### src/rtl/misr_bist_ctrl_pkg.sv
// misr_ctrl_pkg: state encoding and default widths for the MISR BIST sequencer
package misr_ctrl_pkg;
  localparam int NBIT_DATA_DEF = 64;
  localparam int CNT_W_DEF = 16;
  typedef enum logic [2:0] {IDLE, CLEAR, RUN, SETTLE, CHECK, DONE} misr_ctrl_state_t;
endpackage

### src/rtl/misr_bist_ctrl_if.sv
// misr_bist_ctrl_if: control/status and MISR datapath signals of the BIST sequencer
//  master: register block + MISR side (drives requests, data beat, signature)
//  slave : sequencer side (drives MISR enable/reset/coefficients and status)
interface misr_bist_ctrl_if
  import misr_ctrl_pkg::*;
#(
  parameter int NBIT_DATA = NBIT_DATA_DEF,
  parameter int CNT_W = CNT_W_DEF
);
  logic start_i;
  logic abort_i;
  logic [CNT_W-1:0] cycles_i;
  logic [NBIT_DATA-1:0] coeff_i;
  logic [NBIT_DATA-1:0] golden_i;
  logic valid_i;
  logic [NBIT_DATA-1:0] signature_i;
  logic misr_en_o;
  logic misr_rst_no;
  logic [NBIT_DATA-1:0] coeff_o;
  logic busy_o;
  logic done_o;
  logic pass_o;
  logic [NBIT_DATA-1:0] sig_o;
  modport master (
    output start_i, abort_i, cycles_i, coeff_i, golden_i, valid_i, signature_i,
    input misr_en_o, misr_rst_no, coeff_o, busy_o, done_o, pass_o, sig_o
  );
  modport slave (
    input start_i, abort_i, cycles_i, coeff_i, golden_i, valid_i, signature_i,
    output misr_en_o, misr_rst_no, coeff_o, busy_o, done_o, pass_o, sig_o
  );
endinterface

### src/rtl/misr_bist_ctrl.sv
// misr_bist_ctrl: runs one MISR compaction test (clear, N beats, settle, compare, report)
//  clk_i  : clock
//  rst_ni : asynchronous active-low reset
//  bus    : slave side of misr_bist_ctrl_if (start/abort/config in, MISR control and status out)
module misr_bist_ctrl
  import misr_ctrl_pkg::*;
#(
  parameter int NBIT_DATA = NBIT_DATA_DEF,
  parameter int CNT_W = CNT_W_DEF
) (
  input logic clk_i,
  input logic rst_ni,
  misr_bist_ctrl_if.slave bus
);
  misr_ctrl_state_t state;
  logic [CNT_W-1:0] n_q;
  logic [CNT_W-1:0] cnt;
  logic [NBIT_DATA-1:0] golden_q;
  logic [NBIT_DATA-1:0] coeff_q;
  logic [NBIT_DATA-1:0] sig_q;
  logic misr_rst_nq;
  logic busy_q;
  logic done_q;
  logic pass_q;
  // enable follows the beat combinationally so the MISR captures the same cycle's data;
  // abort kills it in the very cycle it is raised
  assign bus.misr_en_o = state == RUN && bus.valid_i && !bus.abort_i;
  assign bus.misr_rst_no = misr_rst_nq;
  assign bus.coeff_o = coeff_q;
  assign bus.busy_o = busy_q;
  assign bus.done_o = done_q;
  assign bus.pass_o = pass_q;
  assign bus.sig_o = sig_q;
  always_ff @(posedge clk_i or negedge rst_ni)
    if (!rst_ni) begin
      state <= IDLE;
      n_q <= '0;
      cnt <= '0;
      golden_q <= '0;
      coeff_q <= '0;
      sig_q <= '0;
      misr_rst_nq <= 1'b0;
      busy_q <= 1'b0;
      done_q <= 1'b0;
      pass_q <= 1'b0;
    end else begin
      done_q <= 1'b0;
      misr_rst_nq <= 1'b1;
      if (state != IDLE && bus.abort_i) begin
        state <= IDLE;
        busy_q <= 1'b0;
        pass_q <= 1'b0;
      end else
        case (state)
          IDLE:
            if (bus.start_i && !bus.abort_i) begin
              n_q <= bus.cycles_i;
              coeff_q <= bus.coeff_i;
              golden_q <= bus.golden_i;
              misr_rst_nq <= 1'b0;
              busy_q <= 1'b1;
              state <= CLEAR;
            end
          CLEAR: begin
            cnt <= n_q;
            state <= n_q != '0 ? RUN : SETTLE;
          end
          RUN:
            if (bus.valid_i) begin
              cnt <= cnt - 1'b1;
              state <= cnt == CNT_W'(1) ? SETTLE : RUN;
            end
          SETTLE: state <= CHECK;
          CHECK: begin
            sig_q <= bus.signature_i;
            pass_q <= bus.signature_i == golden_q;
            state <= DONE;
          end
          DONE: begin
            done_q <= 1'b1;
            busy_q <= 1'b0;
            state <= IDLE;
          end
          default: state <= IDLE;
        endcase
    end
endmodule

### src/flat_wrapper.sv
// flat-port wrapper written by rule: the top's interface ports become plain ports
module misr_bist_ctrl_flat import misr_ctrl_pkg::*;
#(
  parameter int NBIT_DATA = NBIT_DATA_DEF,
  parameter int CNT_W = CNT_W_DEF
)
  (clk_i, rst_ni, bus_start_i, bus_abort_i, bus_cycles_i, bus_coeff_i, bus_golden_i, bus_valid_i, bus_signature_i, bus_misr_en_o, bus_misr_rst_no, bus_coeff_o, bus_busy_o, bus_done_o, bus_pass_o, bus_sig_o);
  misr_bist_ctrl_if #(.NBIT_DATA(NBIT_DATA), .CNT_W(CNT_W)) bus_i ();
  input logic clk_i;
  input logic rst_ni;
  input wire logic [$bits(bus_i.start_i)-1:0] bus_start_i;
  input wire logic [$bits(bus_i.abort_i)-1:0] bus_abort_i;
  input wire logic [$bits(bus_i.cycles_i)-1:0] bus_cycles_i;
  input wire logic [$bits(bus_i.coeff_i)-1:0] bus_coeff_i;
  input wire logic [$bits(bus_i.golden_i)-1:0] bus_golden_i;
  input wire logic [$bits(bus_i.valid_i)-1:0] bus_valid_i;
  input wire logic [$bits(bus_i.signature_i)-1:0] bus_signature_i;
  output wire logic [$bits(bus_i.misr_en_o)-1:0] bus_misr_en_o;
  output wire logic [$bits(bus_i.misr_rst_no)-1:0] bus_misr_rst_no;
  output wire logic [$bits(bus_i.coeff_o)-1:0] bus_coeff_o;
  output wire logic [$bits(bus_i.busy_o)-1:0] bus_busy_o;
  output wire logic [$bits(bus_i.done_o)-1:0] bus_done_o;
  output wire logic [$bits(bus_i.pass_o)-1:0] bus_pass_o;
  output wire logic [$bits(bus_i.sig_o)-1:0] bus_sig_o;
  assign bus_i.start_i = bus_start_i;
  assign bus_i.abort_i = bus_abort_i;
  assign bus_i.cycles_i = bus_cycles_i;
  assign bus_i.coeff_i = bus_coeff_i;
  assign bus_i.golden_i = bus_golden_i;
  assign bus_i.valid_i = bus_valid_i;
  assign bus_i.signature_i = bus_signature_i;
  assign bus_misr_en_o = bus_i.misr_en_o;
  assign bus_misr_rst_no = bus_i.misr_rst_no;
  assign bus_coeff_o = bus_i.coeff_o;
  assign bus_busy_o = bus_i.busy_o;
  assign bus_done_o = bus_i.done_o;
  assign bus_pass_o = bus_i.pass_o;
  assign bus_sig_o = bus_i.sig_o;
  misr_bist_ctrl #(.NBIT_DATA(NBIT_DATA), .CNT_W(CNT_W)) u_core (.clk_i(clk_i), .rst_ni(rst_ni), .bus(bus_i));
endmodule
### config.mk
export PLATFORM = sky130hd
export DESIGN_NAME = misr_bist_ctrl_flat
export DESIGN_NICKNAME = d
export VERILOG_FILES = /design/src/rtl/misr_bist_ctrl_pkg.sv /design/src/rtl/misr_bist_ctrl_if.sv /design/src/rtl/misr_bist_ctrl.sv /design/src/flat_wrapper.sv
export SDC_FILE = /design/constraint.sdc
export NUM_CORES = 1
export LEC_CHECK = 0
export ABC_CLOCK_PERIOD_IN_PS = 2600
export CORE_ASPECT_RATIO = 0.75
export CORE_MARGIN = 8
export CORE_UTILIZATION = 45
export CTS_CLUSTER_DIAMETER = 100
export CTS_CLUSTER_SIZE = 14
export DETAILED_ROUTE_END_ITERATION = 8
export HOLD_SLACK_MARGIN = 0.12
export PLACE_DENSITY = 0.91
export SLEW_MARGIN = 20
export SYNTH_ARGS = -nofsm -noshare
export SYNTH_HDL_FRONTEND = slang
export SYNTH_SLANG_ARGS = --single-unit
### constraint.sdc
create_clock -name clk_i -period 2.6 [get_ports clk_i]
set_clock_uncertainty 0.1 [all_clocks]
set_input_delay 0.65 -clock clk_i [delete_from_list [all_inputs] [get_ports clk_i]]
set_output_delay 0.65 -clock clk_i [all_outputs]
set_load 0.01 [all_outputs]
# --- Word level (Yosys, flattened, before mapping) ---
# Index checks and enable logic that the tools add are counted.
totals:
  register_bits: 231
  in_bits: 213
  out_inout_bits: 133
  word_cells: 56
op_classes:
  add_sub_neg: 1
  n_eq_ne: 10
  n_mux: 18
  n_bitwise: 1
  reduce_logical: 16
op_table:
  columns: ["op", "n"]
  rows:
  - ["$eq A64 B64 Y1", 1]
  - ["$pmux W16 S2", 1]
  - ["$eq A16 B1 Y1 const B", 1]
  - ["$mux W16", 1]
  - ["$reduce_bool A16 Y1", 1]
  - ["$sub A16 B1 Y16 const B", 1]
  - ["$pmux W3 S5", 1]
  - ["$mux W1", 11]
  - ["$mux W3", 3]
  - ["$eq A3 B2 Y1 const B", 2]
  - ["$eq A3 B3 Y1 const B", 2]
  - ["$reduce_and A2 Y1", 3]
  - ["$reduce_and A3 Y1", 2]
  - ["$reduce_bool A3 Y1", 2]
  - ["$logic_and A1 B1 Y1", 4]
  - ["$reduce_bool A2 Y1", 2]
  - ["$eq A3 B1 Y1 const B", 1]
  - ["$logic_not A3 Y1", 1]
  - ["$ne A3 B1 Y1 const B", 1]
  - ["$ne A3 B3 Y1 const B", 1]
  - ["$ne A2 B2 Y1 const B", 1]
  - ["$pmux W1 S2", 1]
  - ["$logic_not A1 Y1", 1]
  - ["$not A1 Y1", 1]

# --- Depth between registers and ports, before layout ---
logic_depth:
  depth_word: 5
  depth_mapped: 7
  ltp_nobuf: 6

# --- Worst setup path before layout ---
# No wires, ideal clock.
synth_path:
  kind: "input to register"
  from: "input port bus_abort_i"
  to: "register u_core.coeff_q[41], in the netlist u_core.bus.coeff_o[41]"
  setup_ns: 0.125
  arrival_ns: 1.901
  required_ns: 2.375
  path_slack_ns: 0.475
  stages: 6
  n_path_buf: 3
  cell_sequence: "nor2_1 and3_1 clkbuf_1 buf_2 buf_2 mux2_2"
synth_between:
  elab_chain_len: 3
  elab_cells_between_ends: 5
  classes_between: "bitwise: 1; reduce/logical: 4"
synth_rtl:
  columns: ["element", "line_no", "rtl"]
  rows:
  - ["from (decl)", "flat_wrapper.sv:12", "input wire logic [$bits(bus_i.abort_i)-1:0] bus_abort_i;"]
  - ["$logic_not A1 Y1 / $logic_and A1 B1 Y1 (equally long branches)", "misr_bist_ctrl.sv:56, misr_bist_ctrl.sv:49", null]
  - ["$logic_and A1 B1 Y1 / $not A1 Y1 (equally long branches)", null, null]
  - ["$reduce_and A3 Y1 (no line) (*)", null, null]
  - ["to (signal assigned)", "misr_bist_ctrl.sv:58", "coeff_q <= bus.coeff_i;"]
  - ["to (decl)", "misr_bist_ctrl.sv:19", "logic [NBIT_DATA-1:0] coeff_q;"]
# Mark *: on every way between the ends. The rest lies on a longest branch, timed or not.
# A chain may end at the register's enable or synchronous reset.

# --- Final worst setup path ---
layout_path:
  from: "input port bus_abort_i"
  to: "output port bus_misr_en_o"
layout_between:
  elab_chain_len: 2
layout_rtl:
  columns: ["element", "line_no", "rtl"]
  rows:
  - ["$logic_not A1 Y1", "misr_bist_ctrl.sv:27", "assign bus.misr_en_o = state == RUN && bus.valid_i && !bus.abort_i;"]
  - ["$logic_and A1 B1 Y1", "misr_bist_ctrl.sv:27", null]
  - ["to (decl)", "flat_wrapper.sv:18", "output wire logic [$bits(bus_i.misr_en_o)-1:0] bus_misr_en_o;"]
# Every way passes these cells.

==> results.txt <==
The run finished with clean final reports. The number of fill cells came out at 1505. STA classifies the critical path endpoint as a primary output. TritonCTS built the clock tree. The data required time of the worst path came out at 1850 ps. The post-synthesis share of cell area spent on and, or, nand and nor gates came out at 5.04%. The count of routing violations after the opening detailed-route iteration is 432.

Measured along the y axis, the die boundary spans 144 um. The cell total after placement is 1334. The HPWL after detailed placement is 22800 um. The ratio of final minimum period to clock period came out at 92.2%. The multi-input gate area in the final layout is 3840 sq um. In this run the worst setup path begins at bus_abort_i.

The highest-delay cell along the critical path is clkdlybuf4s50_1. Using the TritonRoute via totals, the vias-per-cell ratio works out to 5.23. The class of the most critical hold timing path is reg -> reg. The cell sitting at the root of the clock tree is a clkbuf_16. The destination of the worst register-to-register timing path is u_core.state[0]. The number of enable flip-flop cells after synthesis is 0.

The final max-slew violation count came out at 0. Averaged over all synthesized cells, the footprint is 14.0 sq um. The flip-flop and latch count after synthesis came out at 231. The worst path meets setup with 202 ps of slack. Routability-driven placement finished with a final weighted congestion of 0.844.

Sequential cells were found to cover 59.1% of the synthesized design area. The power density over the cells is 1110 nW/um^2. The clock period minus worst slack is 2400 ps. At the pin with the least slew margin, the transition time is 602 ps. Entering global routing, the biggest net connects 66 pins. Summing the areas of all compound-gate instances in the mapped netlist gives 3.95% of the synthesized area.

The buffer count from post-CTS setup fixing came out at 0. The area of all sequential standard cells is 5780 sq um. The number of antenna violations at the first check in global routing came out at 3.

The count of final setup violators is 0. By count the netlist is led by dfrtp_1, mux2_2, xor2_1. The combinational family with the most area after synthesis is multiplexers. The area growth from synthesis to final layout came out at 47.2%. During placement, the flow inserted port buffers numbering 345. The die covers 26800 sq um. The net total in the final layout came out at 1284. The highest cell delay on the worst timing path is 510 ps. The number of I/O pins is 346. The horizontal extent of the die is 186 um. The worst setup path is of the in -> out kind.

TritonCTS created 20 clock buffers. Setup repair after global routing left no endpoint under its margin. In the synthesized netlist the dominant register cell turns out to be dfrtp_1. The worst setup slack before clock tree synthesis came out at -71.3 ps. The via count of the first global-routing pass came to 7932. The biggest area contributor in the post-synthesis netlist is dfrtp_1. The tool flagged a number of max-cap violations equal to 0. The routed layout has 7103 vias. The nature of the critical path startpoint is a primary input.

In the synthesized netlist, mux cells make up 24.0% of the area. After floorplanning, the core was sized to cover 21200 sq um. The summed instance area of the synthesized netlist came out at 9780 sq um. The final global-route overflow total came out at 0. For the worst-skew pair, the clock arrives at the later sink with an insertion delay of 490 ps. The signal on the critical path passes through clkdlybuf4s50_1 > inv_1 > and3_1 > dlygate4sd2_1. The number of endpoints with negative hold slack in the final report came out at 0. The number of warnings reported in the yosys synthesis log came out at 0.

Counting distinct cell types in the post-synthesis netlist gives 42. The residual DRC count came out at 0. In the post-synthesis netlist, the cell with the most instances is dfrtp_1. The gate count after technology mapping came out at 698.

The worst hold margin is 407 ps. Across all register-to-register paths, the minimum setup slack is 450 ps. The pre-antenna-repair detailed-routing pass consisted of 4 iterations.

In the final layout, the share of cells above drive strength 1 is 25.5%. Of the total synthesized cell area, the portion taken by XOR and XNOR cells is 5.82%. The arrival time at the worst endpoint came out at 1650 ps. The share of synthesized area in the top cell type comes to 59.1%.

The startpoint of the lowest-slack register-to-register path is u_core.state[2]. The clock-pin slew of the registers on the worst-case setup and hold paths is 60 ps. The average wire per cell in the routed design came out at 21.6 um. The buffer depth of the longest clock path came out at 3.

The upper clock frequency limit is 0.417 GHz. The clock sink count came out at 231. The standby leakage power came out at 6.01 nW. VDD sags by at most 0.754 mV. The number of levels the H-tree was split into came out at 1. The worst slew slack as a fraction of its limit came out at 59.9%. In this run the worst setup path terminates at bus_misr_en_o. Measured in cells, the most critical reg-to-reg path has a length of 6. The share of flip-flops with an asynchronous set or reset is 100%. Along the worst path, the maximum fanout reaches 2. After Yosys synthesis, full adders, half adders and majority gates account for 0.256% of the synthesized area. The total routing resource utilization after global routing is 21.9%. The filler-free cell count of the finished design came out at 1359. The number of nets in the synthesized netlist is 913. The setup TNS came out at 0 ps. Sorting the synthesized cells by area gives the leading types as dfrtp_1, mux2_2, xor2_1. The initial core utilization came out at 46.1%. The floorplan row count is 46.

The wire length of the first global-routing pass is 45400 um. The routed design has 29300 um of wire. The final antenna-violating net count came out at 0.
## sequential cells by signal, summed over array words and instances (netlist names)
register,count
u_core.cnt,16
u_core.bus.sig_o,64
u_core.bus.busy_o,1
u_core.bus.pass_o,1
u_core.bus.done_o,1
u_core.bus.misr_rst_no,1
u_core.state,3
u_core.golden_q,64
u_core.bus.coeff_o,64
u_core.n_q,16
## final cells by class
| type | instances | area share [%] |
|---|---|---|
| Clock buffer | 21 | 3.65 |
| Antenna cell | 2 | 0.0348 |
| Tap cell | 288 | 2.50 |
| Clock inverter | 1 | 0.0608 |
| Timing Repair Buffer | 382 | 26.7 |
| Inverter | 7 | 0.182 |
| Multi-Input combinational cell | 427 | 26.7 |
| Sequential cell | 231 | 40.1 |
## cell usage in the layout (no fill, tap or decap), types with 2 or more instances in the layout
cell type / n
nand2_1: 6
nand3_1: 7
nand4_1: 7
a22oi_1: 2
nor3_1: 11
buf_4: 27
mux2_2: 208
xnor2_1: 9
a21oi_1: 20
nand3b_1: 2
ha_1: 2
buf_12: 9
xor2_1: 56
a31oi_1: 3
a211oi_1: 2
o21ai_0: 22
clkdlybuf4s50_1: 343
o22ai_1: 2
clkbuf_16: 21
o22a_1: 2
and3_4: 2
nor2_1: 20
and3_1: 4
nor4_1: 17
a2bb2oi_1: 2
dfrtp_1: 231
or3_1: 3
diode_2: 2
inv_1: 7
a32oi_1: 3
## cells by family (layout without fill, tap and decap cells)
logic type,count (synthesis),in the layout
compound gates,64,64
xor+xnor,65,65
fa+ha+maj,2,2
buf+inv,40,411
flops,231,231
mux,209,209
other cells,0,2
simple gates,87,87
## timing repair
| action | CTS | global route |
|---|---|---|
| hold endpoints to repair | 58 | 0 |
| hold buffers | 1 | 0 |
| endpoints found under the setup margin | 1 | 0 |
| gates resized for setup | 2 | 0 |
## critical path: cells and delay by family
family	cells	cell delay, ps
and+or+nand+nor	1	140
buffers and inverters	3	860
## worst min-delay path by stage
stage                                       end                  start  cells past startpoint
after floorplan               u_core.bus.busy_o                 rst_ni                      0
final                      u_core.bus.sig_o[35]   u_core.bus.sig_o[35]                      1
after detailed placement   u_core.bus.sig_o[46]   u_core.bus.sig_o[46]                      1
after CTS                 u_core.bus.coeff_o[0]  u_core.bus.coeff_o[0]                      1
after global placement           u_core.cnt[10]         u_core.cnt[10]                      2
after global routing       u_core.bus.sig_o[14]   u_core.bus.sig_o[14]                      1
## power breakdown
group	leakage [nW]	internal, mW	switching, mW
Sequential	2.80	5.36	1.18
Combinational	2.95	4.06	2.67
Clock	0.263	1.43	1.23
## per-stage QoR
| stage | util [%] | total power, mW | area [sq um] |
|---|---|---|---|
| after CTS | 67.8 | 16.1 | 14400 |
| after floorplan | - | 9.73 | 9780 |
| after detailed placement | 65.2 | 13.4 | 13800 |
| after global routing | 67.8 | 16.9 | 14400 |
| after global placement | 65.2 | 13.0 | 13800 |
| final | 67.8 | 15.9 | 14400 |
## per-layer routing
| layer | vias up | track usage [%] | part of all wire (%) |
|---|---|---|---|
| li1 | 3235 | - | - |
| met1 | 3492 | 25.5 | 37 |
| met2 | 322 | 36.6 | 48 |
| met3 | 52 | 8.22 | 11 |
| met4 | 2 | 7.46 | 3.0 |
| met5 | - | 0 | 0.044 |
(Power assumes the default switching activity.)
